## src/rtl/msg_buffer_arbiter.sv

```systemverilog
// Shared single-port message buffer: arbitrates one character array between
// display reads (highest priority), decoder appends and the outbound send engine.
module msg_buffer_arbiter #(
    parameter int unsigned DEPTH = 32,
    parameter int unsigned AW    = 5,
    parameter int unsigned CW    = 8
) (
    input  logic          cclk,
    input  logic          rstb,
    input  logic          wr_stb,
    input  logic [CW-1:0] wr_char,
    output logic          wr_drop,
    input  logic          clr_stb,
    input  logic          disp_req,
    input  logic [AW-1:0] disp_addr,
    output logic          disp_valid,
    output logic [CW-1:0] disp_data,
    input  logic          snd_stb,
    output logic          tx_valid,
    output logic [CW-1:0] tx_data,
    input  logic          tx_ready,
    output logic          snd_done,
    output logic          busy,
    output logic [AW:0]   count
);

    localparam int unsigned CNTW = AW + 1;
    localparam logic [AW:0] FULL = CNTW'(DEPTH);

    typedef enum logic [1:0] {
        S_IDLE,
        S_RD,
        S_OUT,
        S_DONE
    } state_e;

    state_e        state_q,     state_d;
    logic [AW:0]   count_q,     count_d;
    logic [AW-1:0] rd_ptr_q,    rd_ptr_d;
    logic          pend_vld_q,  pend_vld_d;
    logic [CW-1:0] pend_char_q, pend_char_d;
    logic          disp_vld_q,  disp_vld_d;
    logic [CW-1:0] disp_data_q, disp_data_d;
    logic          tx_valid_q,  tx_valid_d;
    logic [CW-1:0] tx_data_q,   tx_data_d;
    logic          wr_drop_q,   wr_drop_d;
    logic          snd_done_q,  snd_done_d;
    logic          busy_q,      busy_d;

    logic          idle;
    logic          clr_en;
    logic          mem_we;
    logic [CW-1:0] mem_q [DEPTH];

    // Message storage; contents are never cleared, only masked by count.
    always_ff @(posedge cclk) begin
        if (mem_we) begin
            mem_q[count_q[AW-1:0]] <= pend_char_q;
        end
    end

    always_ff @(posedge cclk) begin
        if (!rstb) begin
            state_q     <= S_IDLE;
            count_q     <= '0;
            rd_ptr_q    <= '0;
            pend_vld_q  <= 1'b0;
            pend_char_q <= '0;
            disp_vld_q  <= 1'b0;
            disp_data_q <= '0;
            tx_valid_q  <= 1'b0;
            tx_data_q   <= '0;
            wr_drop_q   <= 1'b0;
            snd_done_q  <= 1'b0;
            busy_q      <= 1'b0;
        end else begin
            state_q     <= state_d;
            count_q     <= count_d;
            rd_ptr_q    <= rd_ptr_d;
            pend_vld_q  <= pend_vld_d;
            pend_char_q <= pend_char_d;
            disp_vld_q  <= disp_vld_d;
            disp_data_q <= disp_data_d;
            tx_valid_q  <= tx_valid_d;
            tx_data_q   <= tx_data_d;
            wr_drop_q   <= wr_drop_d;
            snd_done_q  <= snd_done_d;
            busy_q      <= busy_d;
        end
    end

    always_comb begin
        state_d     = state_q;
        count_d     = count_q;
        rd_ptr_d    = rd_ptr_q;
        pend_vld_d  = pend_vld_q;
        pend_char_d = pend_char_q;
        tx_valid_d  = tx_valid_q;
        tx_data_d   = tx_data_q;
        wr_drop_d   = 1'b0;
        snd_done_d  = 1'b0;
        mem_we      = 1'b0;
        idle        = (state_q == S_IDLE);
        clr_en      = clr_stb && idle;

        // Display port owns the array whenever it asks.
        disp_vld_d  = disp_req;
        disp_data_d = '0;
        if (disp_req && ({1'b0, disp_addr} < count_q)) begin
            disp_data_d = mem_q[disp_addr];
        end

        // Clear beats a same-cycle commit, which is discarded silently.
        if (clr_en) begin
            count_d    = '0;
            pend_vld_d = 1'b0;
        end else if (pend_vld_q && !disp_req && idle) begin
            pend_vld_d = 1'b0;
            if (count_q < FULL) begin
                mem_we  = 1'b1;
                count_d = count_q + CNTW'(1);
            end else begin
                wr_drop_d = 1'b1;
            end
        end

        if (wr_stb) begin
            if (pend_vld_q) begin
                wr_drop_d = 1'b1;
            end else begin
                pend_vld_d  = 1'b1;
                pend_char_d = wr_char;
            end
        end

        case (state_q)
            S_IDLE: begin
                // count_d already includes a same-cycle commit.
                if (snd_stb && !clr_en && (count_d != '0)) begin
                    rd_ptr_d = '0;
                    state_d  = S_RD;
                end
            end
            S_RD: begin
                if (!disp_req) begin
                    tx_data_d  = mem_q[rd_ptr_q];
                    tx_valid_d = 1'b1;
                    state_d    = S_OUT;
                end
            end
            S_OUT: begin
                if (tx_valid_q && tx_ready) begin
                    tx_valid_d = 1'b0;
                    if ({1'b0, rd_ptr_q} == (count_q - CNTW'(1))) begin
                        state_d = S_DONE;
                    end else begin
                        rd_ptr_d = rd_ptr_q + AW'(1);
                        state_d  = S_RD;
                    end
                end
            end
            S_DONE: begin
                count_d    = '0;
                snd_done_d = 1'b1;
                state_d    = S_IDLE;
            end
            default: begin
                state_d = S_IDLE;
            end
        endcase

        busy_d = (state_d != S_IDLE);
    end

    assign wr_drop    = wr_drop_q;
    assign disp_valid = disp_vld_q;
    assign disp_data  = disp_data_q;
    assign tx_valid   = tx_valid_q;
    assign tx_data    = tx_data_q;
    assign snd_done   = snd_done_q;
    assign busy       = busy_q;
    assign count      = count_q;

endmodule

```

## config.mk

```make
export PLATFORM = sky130hd
export DESIGN_NAME = msg_buffer_arbiter
export DESIGN_NICKNAME = d
export VERILOG_FILES = /design/src/rtl/msg_buffer_arbiter.sv
export SDC_FILE = /design/constraint.sdc
export NUM_CORES = 1
export LEC_CHECK = 0
export ABC_CLOCK_PERIOD_IN_PS = 3460
export BUFFER_PORTS_ARGS = -buffer_cell sky130_fd_sc_hd__buf_2
export CAP_MARGIN = 20
export CELL_PAD_IN_SITES_DETAIL_PLACEMENT = 0
export CELL_PAD_IN_SITES_GLOBAL_PLACEMENT = 1
export CORE_MARGIN = 3
export CORE_UTILIZATION = 58
export CTS_CLUSTER_DIAMETER = 150
export CTS_CLUSTER_SIZE = 28
export DETAILED_ROUTE_END_ITERATION = 10
export GPL_ROUTABILITY_DRIVEN = 0
export GPL_TIMING_DRIVEN = 0
export PLACE_DENSITY_LB_ADDON = 0.12
export SYNTH_ARGS = -nofsm -noshare
export SYNTH_HDL_FRONTEND = slang
export SYNTH_SLANG_ARGS = --single-unit
```

## constraint.sdc

```tcl
create_clock -name cclk -period 3.46 [get_ports cclk]
set_input_delay 0 -clock cclk [delete_from_list [all_inputs] [get_ports cclk]]
set_output_delay 0 -clock cclk [all_outputs]
set_load 0.1 [all_outputs]
```

==> flow_summary.ini <==
[global_route]
antenna_found_initial = 1
grt_pass1_wl_microns = 52200
gr-usage-all-layers = 0.280
grt_max_degree = 34
overflow = 0
grt_pass1_vias = 8188

[yosys]
syn_nets = 828
yosysUniqueCellTypes = 53
syn_inst = 799
synth_flop_cell = edfxtp_1
postSynth.asyncResetShare = 0
syn_avg_cell_area_sq_um = 17.2
ys_ff_latch = 299
synth_area_sq_um = 13700
seq_area_frac_synth = 0.623
synth_edf_count = 256
synth-warning-count = 0

[detailed_routing]
vias_per_cell = 6.72
vias = 8117
drc_errors = 0
drt_iter0_markers = 844
post_drt_wl_per_cell_microns = 29.3
ant_nets = 0
dr.pass1.iters = 5
wl_microns = 35400

[floorplan]
start_util = 0.599
num_rows = 55
dieWidth_microns = 160
io_pins = 47
fp.dieH_microns = 160
coreArea_sq_um = 22900
die-area_sq_um = 25500

[cts]
ctsHtreeMaxLevel = 1
cts_hold_buf = 16
clk_pin_slew_ps = 110
cts_root_buf = clkbuf_16
postCtsSetupRepairBufs = 0
clk_latency_ps = 510
cts_resized = 0
cts_max_path_buffers = 3
numCtsBuffers = 14
cts_tree = done
cts.sinks = 299

[min_path]
hold_path_class = input port to register

[critical_path]
path_max_fanout = 10
critPathCaptureType = register
crit_type = register to register
worstPathRequired_ps = 3580
cp.arrival_ps = 3280
cp-start-kind = register

[sta]
fin_crit_sh = 0.912
max_slew_margin = 0.370
fin_skew_ps = 24.9
layout_setup_ws_ps = 304
rsz0062_at_grt = false
setup_viol = 0
min_period_ps = 3160
slew_viol_final = 0
worst_pin_slew_ps = 942
hold_ws_ps = 144
hold_viol = 0
fmax_mhz = 317
setup_tns_ps = 0

[final_layout]
syn_to_final_growth_pct = 10.0
multiInputGateArea_sq_um = 4900
mostFrequentLayoutCells = edfxtp_1 (256), mux4_2 (138), nor2_1 (61), buf_2 (61), nand2_1 (45)
drive_gt1_frac = 0.272
fillers = 1595
regArea_sq_um = 8550
final_core_util = 0.659
final_common_cell = edfxtp_1
instances_no_fill = 1208
design_area_sq_um = 15100
layout.nets = 914

[pwr]
p_leak_nw = 4.90
p_total_mw = 6.26
ir_drop_uv = 483
power.density_nw_per_um2 = 414

[status]
status = finished, final reports clean

[placement]
place_ws_ps = 360
place.port_buffers = 46
hpwl_microns = 25500
dp_cells = 1163
placed_area_sq_um = 14400

[flow_run]
max_cap_viol_count = 0
==> per-layer routing <==
layer | up-vias | wire length, microns | global-route usage
met5 | - | 12 | 0.00758
met4 | 2 | 1430 | 0.0947
met3 | 81 | 2710 | 0.0553
met2 | 362 | 18200 | 0.474
met1 | 4234 | 13100 | 0.368
li1 | 3438 | - | -
==> cell usage after synthesis, types with 3 or more instances <==
cell type | count | area (sq um)
or3_1 | 3 | 18.8
buf_1 | 7 | 26.3
o22ai_1 | 6 | 37.5
inv_1 | 10 | 37.5
ha_1 | 9 | 113
and3_1 | 3 | 18.8
xnor2_1 | 8 | 70.1
nand2b_1 | 4 | 25.0
and2_1 | 3 | 18.8
a22oi_1 | 32 | 240
nor2_1 | 61 | 229
nor3_1 | 5 | 25.0
mux2_2 | 12 | 135
a31oi_1 | 3 | 18.8
clkbuf_1 | 33 | 124
nor2b_1 | 10 | 62.6
nand2_1 | 45 | 169
mux4_2 | 138 | 3110
nand3_1 | 12 | 60.1
buf_2 | 15 | 75.1
a21o_1 | 4 | 30.0
o31ai_1 | 6 | 45.0
o31a_1 | 3 | 26.3
a21oi_1 | 33 | 165
dfxtp_1 | 43 | 861
edfxtp_1 | 256 | 7690
o21ai_1 | 3 | 15.0
==> state kept, by name, summed over array words and instances (netlist names) <==
name / count
snd_done: 1
busy: 1
pend_char_q: 8
tx_valid: 1
disp_valid: 1
rd_ptr_q: 5
count: 6
mem_q: 256
tx_data: 8
wr_drop: 1
disp_data: 8
pend_vld_q: 1
state_q: 2
==> kinds of logic (layout without fill, tap and decap cells) <==
| kind of cell | after synthesis | after routing | share of synthesized area |
|---|---|---|---|
| flip-flops | 299 | 299 | 0.623 |
| AND/OR/NAND/NOR | 156 | 156 | 0.0521 |
| XOR/XNOR | 10 | 10 | 0.00638 |
| multiplexers | 152 | 152 | 0.238 |
| buffers and inverters | 67 | 161 | 0.0202 |
| AO/OA/AOI/OAI | 106 | 106 | 0.0526 |
| adder cells (fa/ha/maj) | 9 | 9 | 0.00820 |
| other | 0 | 2 | 0 |
==> worst max-delay path, stage by stage (launching register included) <==
cell	delay, ps
dfxtp_1	310
buf_2	170
or4b_1	460
buf_2	170
nor3_1	380
nand2_1	430
nor2_1	840
==> final timing paths <==
path / start / end / slack [ps] / depth (start not counted)
max: state_q[0] / mem_q[13][0] / 300 / 6
min: snd_stb / rd_ptr_q[3] / 140 / 4
max reg2reg: state_q[0] / mem_q[13][0] / 300 / 6
min reg2reg: tx_data[2] / tx_data[2] / 470 / 2
==> cell type report <==
| cell class | instances | share of cell area |
|---|---|---|
| sequential | 299 | 0.566 |
| tap | 313 | 0.0259 |
| buffer | 56 | 0.0157 |
| inverter | 11 | 0.00273 |
| clock buffer | 23 | 0.0268 |
| clock inverter | 1 | 0.000746 |
| antenna | 2 | 0.000331 |
| timing repair buffer | 70 | 0.0371 |
| multi-input combinational | 433 | 0.325 |
==> report_power, final <==
part	internal, mW	switching, mW	total [mW]
logic	0.155	0.247	0.402
clock network	0.826	1.08	1.91
registers	3.92	0.0296	3.95
total	4.90	1.36	6.26
No activity file was read; power rests on OpenSTA's default activity.
